==> config.mk <==
export PLATFORM = sky130hd
export DESIGN_NAME = dac_serial_rx
export DESIGN_NICKNAME = d
export VERILOG_FILES = /design/src/rtl/dac_serial_rx.sv
export SDC_FILE = /design/constraint.sdc
export NUM_CORES = 1
export LEC_CHECK = 0
export ABC_AREA = 1
export CAP_MARGIN = 20
export CELL_PAD_IN_SITES_DETAIL_PLACEMENT = 2
export CELL_PAD_IN_SITES_GLOBAL_PLACEMENT = 2
export CORE_ASPECT_RATIO = 1.75
export CORE_UTILIZATION = 26
export CTS_CLUSTER_SIZE = 40
export DETAILED_ROUTE_END_ITERATION = 16
export PLACE_DENSITY_LB_ADDON = 0.1
export SLEW_MARGIN = 20
export SYNTH_ARGS = -nofsm -noshare
export SYNTH_HDL_FRONTEND = slang
export SYNTH_SLANG_ARGS = --single-unit
==> constraint.sdc <==
create_clock -name clk -period 1.8 [get_ports clk]
set_input_delay 0.45 -clock clk [delete_from_list [all_inputs] [get_ports clk]]
set_output_delay 0.45 -clock clk [all_outputs]
set_load 0.005 [all_outputs]
==> src/rtl/dac_serial_rx.sv <==
`timescale 1ns/1ps
// dac_serial_rx: chip-side receiver for the three-wire DAC programming link.
// The serial inputs are oversampled on clk and frames (LSB first) are
// recovered: start 0, ADDR_W-bit address, DAC_W-bit level, stop 1.
// Each accepted frame updates one register of the DAC level bank.
// Build option: define DAC_RX_TIMEOUT_EN to abort frames whose serial clock
// stalls for TIMEOUT_CYC clk cycles mid-frame.
module dac_serial_rx #(
  parameter int SYNC_STAGES = 2,
  parameter int NUM_DAC     = 8,
  parameter int ADDR_W      = 3,
  parameter int DAC_W       = 8,
  parameter int TIMEOUT_CYC = 65535
) (
  input  logic                       clk,
  input  logic                       rst,
  input  logic                       ser_clk,
  input  logic                       ser_rst_n,
  input  logic                       ser_data,
  output logic [NUM_DAC*DAC_W-1:0]   dac_level,
  output logic                       wr_valid,
  output logic [ADDR_W-1:0]          wr_addr,
  output logic [DAC_W-1:0]           wr_data,
  output logic                       frame_err,
  output logic                       busy
);

  localparam int MAXF_W = (ADDR_W > DAC_W) ? ADDR_W : DAC_W;
  localparam int CNT_W  = $clog2(MAXF_W + 1);

  // Reject parameter sets the frame format cannot support.
  generate
    if (SYNC_STAGES < 2 || NUM_DAC != (1 << ADDR_W) || TIMEOUT_CYC < 1) begin : g_param_check
      $error("dac_serial_rx: illegal parameter set");
    end
  endgenerate

  typedef enum logic [1:0] {IDLE, ADDR, LEVEL, STOP} state_t;

  logic [SYNC_STAGES-1:0]     sclk_sync_q, srst_sync_q, sdat_sync_q;
  logic                       sclk_prev_q;
  state_t                     state_q, state_d;
  logic [CNT_W-1:0]           cnt_q, cnt_d;
  logic [ADDR_W-1:0]          addr_q, addr_d;
  logic [DAC_W-1:0]           lvl_q, lvl_d;
  logic [NUM_DAC*DAC_W-1:0]   bank_q, bank_d;
  logic [ADDR_W-1:0]          wr_addr_q, wr_addr_d;
  logic [DAC_W-1:0]           wr_data_q, wr_data_d;
  logic                       wr_valid_q, wr_valid_d;
  logic                       frame_err_q, frame_err_d;
  logic                       sclk_s, link_rst_n, sample, fall;

`ifdef DAC_RX_TIMEOUT_EN
  localparam int TMO_W = $clog2(TIMEOUT_CYC + 1);
  logic [TMO_W-1:0]           tmo_q, tmo_d;
`endif

  // Bring the asynchronous link wires into the clk domain.
  always_ff @(posedge clk) begin
    if (rst) begin
      sclk_sync_q <= '0;
      srst_sync_q <= '0;
      sdat_sync_q <= '0;
      sclk_prev_q <= 1'b0;
    end else begin
      sclk_sync_q <= {sclk_sync_q[SYNC_STAGES-2:0], ser_clk};
      srst_sync_q <= {srst_sync_q[SYNC_STAGES-2:0], ser_rst_n};
      sdat_sync_q <= {sdat_sync_q[SYNC_STAGES-2:0], ser_data};
      sclk_prev_q <= sclk_sync_q[SYNC_STAGES-1];
    end
  end

  assign sclk_s     = sclk_sync_q[SYNC_STAGES-1];
  assign link_rst_n = srst_sync_q[SYNC_STAGES-1];
  assign sample     = sdat_sync_q[SYNC_STAGES-1];
  // Falling serial clock marks mid-bit: the transmitter moved data on the rise.
  assign fall       = sclk_prev_q & ~sclk_s;

  // Frame state, shift registers, level bank and output registers.
  always_ff @(posedge clk) begin
    if (rst) begin
      state_q     <= IDLE;
      cnt_q       <= '0;
      addr_q      <= '0;
      lvl_q       <= '0;
      bank_q      <= '0;
      wr_addr_q   <= '0;
      wr_data_q   <= '0;
      wr_valid_q  <= 1'b0;
      frame_err_q <= 1'b0;
`ifdef DAC_RX_TIMEOUT_EN
      tmo_q       <= '0;
`endif
    end else begin
      state_q     <= state_d;
      cnt_q       <= cnt_d;
      addr_q      <= addr_d;
      lvl_q       <= lvl_d;
      bank_q      <= bank_d;
      wr_addr_q   <= wr_addr_d;
      wr_data_q   <= wr_data_d;
      wr_valid_q  <= wr_valid_d;
      frame_err_q <= frame_err_d;
`ifdef DAC_RX_TIMEOUT_EN
      tmo_q       <= tmo_d;
`endif
    end
  end

  // Next state: link reset wins over a sample; a sample wins over a timeout.
  always_comb begin
    state_d     = state_q;
    cnt_d       = cnt_q;
    addr_d      = addr_q;
    lvl_d       = lvl_q;
    bank_d      = bank_q;
    wr_addr_d   = wr_addr_q;
    wr_data_d   = wr_data_q;
    wr_valid_d  = 1'b0;
    frame_err_d = 1'b0;
`ifdef DAC_RX_TIMEOUT_EN
    tmo_d       = (state_q == IDLE) ? '0 : tmo_q + 1'b1;
`endif
    if (!link_rst_n) begin
      // Link reset silently drops any frame in flight and clears the bank.
      state_d   = IDLE;
      cnt_d     = '0;
      bank_d    = '0;
      wr_addr_d = '0;
      wr_data_d = '0;
`ifdef DAC_RX_TIMEOUT_EN
      tmo_d     = '0;
`endif
    end else if (fall) begin
`ifdef DAC_RX_TIMEOUT_EN
      tmo_d = '0;
`endif
      case (state_q)
        IDLE: begin
          if (!sample) begin
            state_d = ADDR;
            cnt_d   = '0;
          end
        end
        ADDR: begin
          // LSB first: shift in at the top so bit 0 ends up at the bottom.
          addr_d = (addr_q >> 1) | (ADDR_W'(sample) << (ADDR_W - 1));
          if (cnt_q == CNT_W'(ADDR_W - 1)) begin
            state_d = LEVEL;
            cnt_d   = '0;
          end else begin
            cnt_d = cnt_q + 1'b1;
          end
        end
        LEVEL: begin
          lvl_d = (lvl_q >> 1) | (DAC_W'(sample) << (DAC_W - 1));
          if (cnt_q == CNT_W'(DAC_W - 1)) begin
            state_d = STOP;
            cnt_d   = '0;
          end else begin
            cnt_d = cnt_q + 1'b1;
          end
        end
        STOP: begin
          // A 0 here is a framing error, never a new start bit.
          if (sample) begin
            bank_d[int'(addr_q)*DAC_W +: DAC_W] = lvl_q;
            wr_addr_d  = addr_q;
            wr_data_d  = lvl_q;
            wr_valid_d = 1'b1;
          end else begin
            frame_err_d = 1'b1;
          end
          state_d = IDLE;
          cnt_d   = '0;
        end
        default: begin
          state_d = IDLE;
          cnt_d   = '0;
        end
      endcase
`ifdef DAC_RX_TIMEOUT_EN
    end else if (state_q != IDLE && tmo_q == TMO_W'(TIMEOUT_CYC)) begin
      state_d     = IDLE;
      cnt_d       = '0;
      frame_err_d = 1'b1;
      tmo_d       = '0;
`endif
    end
  end

  assign dac_level = bank_q;
  assign wr_valid  = wr_valid_q;
  assign wr_addr   = wr_addr_q;
  assign wr_data   = wr_data_q;
  assign frame_err = frame_err_q;
  assign busy      = (state_q != IDLE);

endmodule

======== After elaboration in Yosys (flattened, before gate mapping) ========
Cells that the tools add are included.
word-level totals
  bits in registers ....................... 101
  latch bits .............................. 0
  bits in writable memories ............... 0
  ROM bits ................................ 0
  input port bits ......................... 5
  output and inout bits ................... 78
  logic and storage cells ................. 52
  memories ................................ 0
operators by class
  add/subtract/negate cells ............... 2
  multipliers ............................. 0
  div/mod/pow operators ................... 0
  order comparisons ....................... 0
  equal/unequal tests ..................... 8
  shifts and indexed selects .............. 2
  muxes and demuxes ....................... 11
  bitwise operators ....................... 7
  reduce and logical (&&, ||, !) cells .... 9
operators with widths
  operator                 count
  $bwmux 64                1
  $shift 8x33->64 const A  1
  $shiftx 8x33->64         1
  $neg 6->33               1
  $pmux 4 s4               1
  $mux 4                   3
  $reduce_and 3->1         3
  $or 7x8->8               1
  $pmux 2 s4               1
  $mux 2                   3
  $ne 2x2->1 const B       3
  $add 4x1->4 const B      1
  $eq 2x2->1 const B       2
  $eq 4x2->1 const B       1
  $eq 4x3->1 const B       1
  $not 1->1                4
  $reduce_and 4->1         1
  $reduce_or 4->1          1
  $or 2x3->3               1
  $eq 2x1->1 const B       1
  $logic_not 2->1          1
  $mux 1                   2
  $reduce_and 2->1         1
  $reduce_bool 2->1        1
  other kinds (2)          2

======== Longest topological paths before layout ========
Gate-level depths: netlist of run 1.
  depth after elaboration ................. 4
  gate-level depth with buffers ........... 11
  mapped depth without buffers ............ 10

======== Worst setup path after synthesis of run 1 ========
No wires, ideal clock.
  kind .................................... register to register
  from .................................... reg addr_q[0]
  to ...................................... reg bank_q[0] (netlist: dac_level[0])
  setup time .............................. 0.120 ns
  data arrival time ....................... 1.777 ns
  required time ........................... 1.680 ns
  slack ................................... -0.096 ns
  stages on the path, launching flop included .. 11
  path buffers ............................ 1
  period minus slack after synthesis ...... 1.896 ns
  cell sequence ........................... dfxtp_1 inv_2 ha_1 ha_1 buf_2 inv_1 nand3_1 nor2_4 nand2_1 nand2_1 a21oi_1
between the ends
  cells in the longest elaborated chain, start to end .. 3
  elaborated cells between the ends (all ways) .. 4
  those cells by class .................... 1 x add/sub; 2 x shift; 1 x mux
RTL lines
  item                                                 line  RTL
  start: declaration                                   44    logic [ADDR_W-1:0] addr_q, addr_d;
  start signal: assignment                             97    addr_q <= addr_d;
  $neg 6->33 *                                         167   bank_d[int'(addr_q)*DAC_W +: DAC_W] = lvl_q;
  $shiftx 8x33->64 or $shift 8x33->64 (tied branches)  167
  $bwmux 64 *                                          167
  end signal: assignment                               99    bank_q <= bank_d;
  end: declaration                                     46    logic [NUM_DAC*DAC_W-1:0] bank_q, bank_d;
Every way passes the cells marked *; elsewhere a longest branch is shown, timed or not.
A chain may end at the register's enable or synchronous reset.

======== Final worst setup path of run 1 ========
  from .................................... reg addr_q[0]
  to ...................................... reg bank_q[4] (netlist: dac_level[4])
Same word-level chain as after synthesis.

==> key figures, run 1 <==
Power and ir drop
  – Worst vdd rail ir drop: roughly 0.38 mV
  – Clk pwr share: 0.451
  – Power per Cell Area: 699 mW/mm2
  – Static power due to leakage: 2.45 nW
  – Power Internal: 3.26 mW
  – Net switching component of the power: 0.953 mW
  – Sequential Power Share: 0.532
  – Net switching share of the total power: 0.226
  – Gate power share: 0.017
  – Total power consumption of the routed design: 4.21 mW

Clock network
  – Worst-skew pair later-pin latency: 350 ps
  – TritonCTS buffer count: 9
  – CTS root buf: sky130_fd_sc_hd__clkbuf_16
  – Clock tree from TritonCTS: done
  – Deepest clock path buffer count: 2
  – Clock transition at the registers of the reported paths: ~70 ps
  – CTS Hold Bufs: 0
  – Total number of clock tree sinks: 101
  – # H-tree levels: 3

Critical path
  – Worst Path Required: 2080 ps
  – Sort of element at the start of the critical path: register
  – Largest delay share family, worst path: adder cells
  – Arrival time of data at the critical path endpoint: a little under 2000 ps
  – Critical path cell sequence: inv_2 -> ha_4 -> ha_4 -> inv_1 -> nand3_1 -> nor2_4 -> buf_4 -> nand3_1 -> a21oi_1
  – Largest fanout on the critical path: 8
  – Crit path max-delay cell type: sky130_fd_sc_hd__dfxtp_2
  – Slowest cell delay on critical path: approximately 350 ps
  – Crit path kind: reg2reg
  – Type of destination of the critical path: register
  – Buffering stage count on the worst path with inverters included: 3

Finish
  – Area grow syn2layout: 38.9%
  – Most frequent cells in the layout: 142 x sky130_fd_sc_hd__nor2_1, 101 x sky130_fd_sc_hd__nand2_1, 97 x sky130_fd_sc_hd__dfxtp_1
  – Layout cell share with drive strength beyond 1: 0.127
  – Most common library cell in the layout ignoring fill and taps: sky130_fd_sc_hd__nor2_1
  – Final instance area: 0.00603 mm2
  – Antenna diode count: 0
  – Post-Route Utilization: 0.368
  – Non-Filler Instances: roughly 930
  – Post-layout net count: 722

Die
  – Placeable Area: 0.0164 mm2
  – Initial cell density of the core: 0.265
  – Area enclosed by the die boundary: about 0.017 mm2
  – Top-level I/O count: 83
  – Row count: between 60 and 70
  – Vertical die dimension: 173 um
  – Die span in x: ~100 um

STA
  – Clock skew after layout: 7.74 ps
  – Portion of the clock cycle consumed by the worst path in the final layout: 0.944
  – Final setup violation count: 0
  – Fin crit period: 1700 ps
  – Achievable clock frequency: 588 MHz
  – Worst slew margin relative to its limit: 0.697
  – Worst-case hold slack: 414 ps
  – Final number of max-transition violations: 0
  – Final hold violation count: 0
  – Transition time at the pin with the least slew margin: 454 ps

Synthesis
  – Most used DFF post-synth: sky130_fd_sc_hd__dfxtp_1
  – Top cell type's share of synthesized area: 0.466
  – Nets in the synthesized netlist: between 600 and 700
  – Number of enable-type register cells in the synthesized netlist: 0
  – Synth area leader: sky130_fd_sc_hd__dfxtp_1
  – Gate count of the mapped netlist: 600
  – Share of synthesized area occupied by flip-flops and latches: 0.466
  – Synthesized area per cell: 7.23 um2
  – Top cells by area, synth: sky130_fd_sc_hd__dfxtp_1 47%, sky130_fd_sc_hd__nor2_1 13%, sky130_fd_sc_hd__nand2_1 9.0%
  – Synth Register Bits: just over 100
  – Cell variety after synth: 25
  – Netlist area before placement: 0.00434 mm2
  – Number of warnings reported in the yosys synthesis log: 0
  – Share of synthesized flip-flops with an asynchronous set or reset: 0

Status
  – Outcome: completed

Drt
  – Count of nets left with antenna violations after detail routing: 0
  – Via count: 4202
  – Number of DRC violations after detailed-routing iteration 0: 97
  – DRC Markers: 0
  – Post-Route WL: 15.0 mm
  – Routed wire per std cell: about 16 um
  – Avg Vias per Cell: around 4.5
  – Router iterations before antenna repair: 4

Placed design
  – Port-buffer cells: 82
  – DPL Wire Length: between 10 and 15 mm
  – Post-detailed-placement cell area: between 0.005 and 0.006 mm2
  – Global placer's final weighted congestion: 0.790
  – Placed instance count: just over 900

GRT
  – Antenna violations before repair: 0
  – Global route overflow: 0
  – Number of global-route vias before repair: 4690
  – Wire length of the first global-routing pass: 24.0 mm
  – Total routing resource utilization after global routing: 0.180
  – Pin count of the biggest net entering global routing: 57

Job
  – Max-capacitance violation count: 0

Worst hold path
  – Worst hold path type: reg2reg
==> state kept, by name, summed over array words and instances (netlist names), 3 cells and up <==
register   flops
addr_q         3
lvl_q          8
dac_level     64
wr_addr        3
wr_data        8
cnt_q          4
==> cells in the mapped netlist (2+ instances only) <==
| cell | n |
|---|---|
| sky130_fd_sc_hd__clkbuf_1 | 11 |
| sky130_fd_sc_hd__nor2_1 | 150 |
| sky130_fd_sc_hd__nand4_1 | 11 |
| sky130_fd_sc_hd__nor3_1 | 6 |
| sky130_fd_sc_hd__buf_6 | 2 |
| sky130_fd_sc_hd__dfxtp_1 | 101 |
| sky130_fd_sc_hd__inv_1 | 56 |
| sky130_fd_sc_hd__nand2_1 | 104 |
| sky130_fd_sc_hd__nand3_1 | 33 |
| sky130_fd_sc_hd__nor2_4 | 6 |
| sky130_fd_sc_hd__inv_2 | 2 |
| sky130_fd_sc_hd__ha_1 | 13 |
| sky130_fd_sc_hd__buf_2 | 6 |
| sky130_fd_sc_hd__o21bai_1 | 3 |
| sky130_fd_sc_hd__o21ai_0 | 50 |
| sky130_fd_sc_hd__a21oi_1 | 35 |
| sky130_fd_sc_hd__buf_4 | 3 |
==> cell families (layout without fill, tap and decap cells) <==
kind of cell / after synthesis / in the layout / share of synthesized area
flip-flops: 101 / 101 / 0.466
adder cells (fa/ha/maj): 13 / 13 / 0.0375
buffers and inverters: 82 / 191 / 0.0787
AO/OA/AOI/OAI: 88 / 88 / 0.103
AND/OR/NAND/NOR: 316 / 316 / 0.315
==> through the flow <==
| step | setup slack (ps) | TNS (ps) |
|---|---|---|
| after floorplan | 29.2 | 0 |
| after global placement | -1.87 | -1.87 |
| after detailed placement | -67.6 | -476 |
| after CTS | -10.9 | -20.6 |
| after global routing | -0.905 | -0.905 |
| final | 101 | 0 |
==> worst paths after layout <==
path	end	start	slack [ps]	cells past startpoint
worst max-delay path	dac_level[4]	addr_q[0]	100	9
worst min-delay path	sclk_sync_q[1]	sclk_sync_q[0]	410	2
worst max register to register	dac_level[4]	addr_q[0]	100	9
worst min register to register	sclk_sync_q[1]	sclk_sync_q[0]	410	2
==> per-layer routing <==
metal | vias up | global-route usage | routed length (um)
li1 | 2098 | - | -
met4 | 0 | 0.0705 | 345
met1 | 2036 | 0.178 | 5550
met5 | - | 0 | 0
met3 | 18 | 0.0218 | 220
met2 | 50 | 0.364 | 8870
==> power by group through the flow <==
stage	registers, mW	clock network [mW]	logic (mW)
floorplan	2.29	0	0.0388
global placement	2.30	0	0.0693
detailed placement	2.30	0	0.0722
CTS	2.24	1.97	0.0723
global route	2.24	2.06	0.0784
finish	2.24	1.90	0.0700
==> tightest hold or removal path, stage by stage, from the launching register on <==
cell	delay [ps]
sky130_fd_sc_hd__dfxtp_1	300
sky130_fd_sc_hd__inv_1	40
sky130_fd_sc_hd__nor2_1	30
==> timing repair <==
item / in CTS / in global routing
setup buffers: 2 / 4
gates cloned: 0 / 1
gates resized for setup: 8 / 29
endpoints found under the setup margin: 47 / 64
pin swaps: 0 / 7
==> cell type report <==
cell class	count	area (um2)
clock buffers	11	243
clock inverters	5	43.8
fillers	1918	10300
inverters	59	224
multi-input cells	417	2080
flip-flops and latches	101	2030
well taps	224	280
repair buffers	116	1130
Note: power is estimated with default switching activity, not from simulation.
==> run 2: changes to the inputs <==
--- a/config.mk
+++ b/config.mk
@@ -14,6 +14,7 @@
 export CTS_CLUSTER_SIZE = 40
 export DETAILED_ROUTE_END_ITERATION = 16
 export PLACE_DENSITY_LB_ADDON = 0.1
+export SETUP_SLACK_MARGIN = 0.4
 export SLEW_MARGIN = 20
 export SYNTH_ARGS = -nofsm -noshare
 export SYNTH_HDL_FRONTEND = slang
==> constraint.sdc (replaced) <==
create_clock -name clk -period 1.51 [get_ports clk]
set_input_delay 0.3775 -clock clk [delete_from_list [all_inputs] [get_ports clk]]
set_output_delay 0.3775 -clock clk [all_outputs]
set_load 0.005 [all_outputs]
==> run 2 against run 1 <==
Effect of this change:
- the flow now finishes with violations (negative setup slack)
- register-to-register slack got worse by 250 ps
- clock skew rose by 2.7 ps
- design area rose by 17%
- wire length rose by 10%
- die area did not move
- total power rose by 23%
- critical path depth rose by 1
- sequential power rose by 19%
- hold slack got worse by 4.5 ps
- critical endpoint is now dac_level[59]
- largest cell class unchanged
- largest power group unchanged
==> key figures, run 2 (synthesis results as in run 1) <==
Drt
  – Via count: 4522 (+7.6%)
  – Router iterations before antenna repair: 4 (unchanged)
  – Number of DRC violations after detailed-routing iteration 0: 74 (-24%)
  – Avg Vias per Cell: 4.60 (+2.1%)
  – Routed wire per std cell: 16.8 um (+4.7%)
  – DRC Markers: 0 (unchanged)
  – Count of nets left with antenna violations after detail routing: 0 (unchanged)
  – Post-Route WL: 16.5 mm (+10%)

Die
  – Initial cell density of the core: 0.265 (unchanged)
  – Placeable Area: 0.0164 mm2 (unchanged)
  – Vertical die dimension: 173 um (unchanged)
  – Area enclosed by the die boundary: 0.0172 mm2 (unchanged)
  – Top-level I/O count: 83 (unchanged)
  – Die span in x: 99.7 um (unchanged)
  – Row count: 62 (unchanged)

Clock network
  – # H-tree levels: 3 (unchanged)
  – CTS root buf: sky130_fd_sc_hd__clkbuf_16
  – Worst-skew pair later-pin latency: 350 ps (about the same)
  – Total number of clock tree sinks: 101 (unchanged)
  – Clock transition at the registers of the reported paths: 80 ps (about the same)
  – Deepest clock path buffer count: 2 (unchanged)
  – Clock tree from TritonCTS: done
  – TritonCTS buffer count: 9 (unchanged)

Critical path
  – Startpoint of the worst-slack reg-to-reg timing path: addr_q[0]
  – Largest fanout on the critical path: 8 (unchanged)
  – Sort of element at the start of the critical path: register
  – Crit path max-delay cell type: sky130_fd_sc_hd__dfxtp_4
  – Type of destination of the critical path: register
  – Worst setup path startpoint: addr_q[0]
  – Worst Path Required: 1800 ps (-280 ps)
  – Slowest cell delay on critical path: 360 ps (about the same)
  – Crit path kind: reg2reg
  – Arrival time of data at the critical path endpoint: 1960 ps (-20 ps)
  – Largest delay share family, worst path: simple AND/OR/NAND/NOR gates
  – Buffering stage count on the worst path with inverters included: 3 (unchanged)
  – Critical path cell sequence: inv_4 -> ha_4 -> ha_4 -> buf_6 -> nor2_4 -> nand2_2 -> nor2_4 -> buf_6 -> o21ai_1 -> nor2_1

Worst hold path
  – Worst hold path type: reg2reg
  – Worst min-delay path startpoint: sclk_sync_q[0]

Finish
  – Most common library cell in the layout ignoring fill and taps: sky130_fd_sc_hd__nor2_1
  – Layout cell share with drive strength beyond 1: 0.556 (+0.429)
  – Area taken by flip-flops and latches: 0.00213 mm2 (+5.2%)
  – Largest register FFs: 64 (unchanged)
  – Post-layout net count: 772 (+6.9%)
  – Antenna diode count: 0 (unchanged)
  – Area of the multi-input gates: 0.00258 mm2 (+24%)
  – Count of fill cells added during filler insertion: 1780 (-7.2%)
  – Post-Route Utilization: 0.431 (+0.0631)
  – Final instance area: 0.00706 mm2 (+17%)
  – Area grow syn2layout: 62.7%
  – Most frequent cells in the layout: 109 x sky130_fd_sc_hd__nor2_1, 82 x sky130_fd_sc_hd__dfxtp_2, 64 x sky130_fd_sc_hd__nand2_1

Power and ir drop
  – Static power due to leakage: 3.09 nW (+26%)
  – Worst vdd rail ir drop: 0.446 mV (+18%)
  – Sequential Power Share: 0.516 (-0.016)
  – Gate power share: 0.021 (+0.004)
  – Net switching component of the power: 1.23 mW (+29%)
  – Net switching share of the total power: 0.237 (+0.0105)
  – Power per Cell Area: 733 mW/mm2 (+4.9%)
  – Total power consumption of the routed design: 5.18 mW (+23%)
  – Clk pwr share: 0.464 (+0.013)
  – Power Internal: 3.95 mW (+21%)

STA
  – Achievable clock frequency: 601 MHz (+2.2%)
  – Final number of max-transition violations: 0 (unchanged)
  – Transition time at the pin with the least slew margin: 478 ps (+24.0 ps)
  – Portion of the clock cycle consumed by the worst path in the final layout: 1.10 (+0.157)
  – RSZ-0062 raised after global routing: yes
  – Fin crit period: 1660 ps (-36.4 ps)
  – TNS Setup: -6280 ps (-6280 ps)
  – Final hold violation count: 0 (unchanged)
  – Setup ws final: -153 ps (-254 ps)
  – Worst slew margin relative to its limit: 0.681 (-0.0164)
  – Final setup violation count: 65 (+65)
  – Worst-case hold slack: 409 ps (-4.49 ps)
  – Clock skew after layout: 10.5 ps (+2.72 ps)

Status
  – Outcome: complete, but fails checks
  – Failing checks: negative setup slack

GRT
  – Antenna violations before repair: 0 (unchanged)
  – Pin count of the biggest net entering global routing: 53 (-7.0%)
  – Total routing resource utilization after global routing: 0.190 (+0.00953)
  – Number of global-route vias before repair: 4870 (+3.8%)
  – Global route overflow: 0 (unchanged)
  – Wire length of the first global-routing pass: 25.3 mm (+5.8%)

Placed design
  – Post-detailed-placement cell area: 0.00581 mm2 (+4.2%)
  – Port-buffer cells: 82 (unchanged)
  – Global placer's final weighted congestion: 0.789 (-0.10%)
  – DPL Wire Length: 11.2 mm (+0.46%)

Job
  – Max-capacitance violation count: 0 (unchanged)
[run 2: changes by cell type in the layout (fill, tap and decap cells not counted), moves of 24 or more]
cell / previous run / this run
sky130_fd_sc_hd__clkdlybuf4s50_1: 81 / 3
sky130_fd_sc_hd__dfxtp_2: 4 / 82
sky130_fd_sc_hd__o21ai_0: 50 / 26
sky130_fd_sc_hd__dfxtp_1: 97 / 17
sky130_fd_sc_hd__buf_6: 4 / 52
sky130_fd_sc_hd__nand2_1: 101 / 64
sky130_fd_sc_hd__nor2_1: 142 / 109
sky130_fd_sc_hd__nor2_2: 6 / 31
sky130_fd_sc_hd__buf_2: 0 / 44
[run 2: repair_timing]
item	CTS	global route
gates resized for setup	516	116
pin swaps	46	48
endpoints found under the setup margin	172	172
setup buffers	14	20
hold buffers	0	0
cloned	3	4
[run 2: area by class of cell]
type | count | share of cell area
inverters | 59 | 0.0367
flip-flops and latches | 101 | 0.302
multi-input cells | 417 | 0.366
clock inverters | 5 | 0.00656
well taps | 224 | 0.0397
repair buffers | 166 | 0.213
clock buffers | 11 | 0.0358
[run 2: power groups by stage]
| stage | clock network (mW) | registers [mW] | logic, mW |
|---|---|---|---|
| 6_report | 2.40 | 2.67 | 0.106 |
| 5_1_grt | 2.54 | 2.67 | 0.117 |
| 4_1_cts | 2.46 | 2.67 | 0.101 |
| 3_5_place_dp | 0 | 2.74 | 0.0853 |
| 3_3_place_gp | 0 | 2.73 | 0.0805 |
| 2_1_floorplan | 0 | 2.73 | 0.0509 |
[run 2: through the flow]
step | std cells | setup slack (ps)
CTS | 959 | -129
detailed placement | 926 | -232
global placement | 926 | -108
floorplan | 600 | -82.6
global route | 983 | -286
finish | 983 | -153
[run 2: worst reg2reg max path, stage by stage (launching register included)]
cell,delay (ps)
sky130_fd_sc_hd__dfxtp_4,360
sky130_fd_sc_hd__inv_4,40
sky130_fd_sc_hd__ha_4,160
sky130_fd_sc_hd__ha_4,260
sky130_fd_sc_hd__buf_6,130
sky130_fd_sc_hd__nor2_4,80
sky130_fd_sc_hd__nand2_2,70
sky130_fd_sc_hd__nor2_4,170
sky130_fd_sc_hd__buf_6,150
sky130_fd_sc_hd__o21ai_1,60
sky130_fd_sc_hd__nor2_1,110
[run 2: path summary, 6_finish.rpt]
check,endpoint,slack [ps],cells after the start
worst min-delay path,sclk_sync_q[1],410,2
worst max register to register,dac_level[59],-150,10
worst max-delay path,dac_level[59],-150,10
worst min register to register,sclk_sync_q[1],410,2
[run 2: metal layers]
layer | GRT usage | wire [um]
met4 | 0.0717 | 384
met5 | 0 | 0
met3 | 0.0174 | 270
met2 | 0.376 | 9820
met1 | 0.198 | 6060
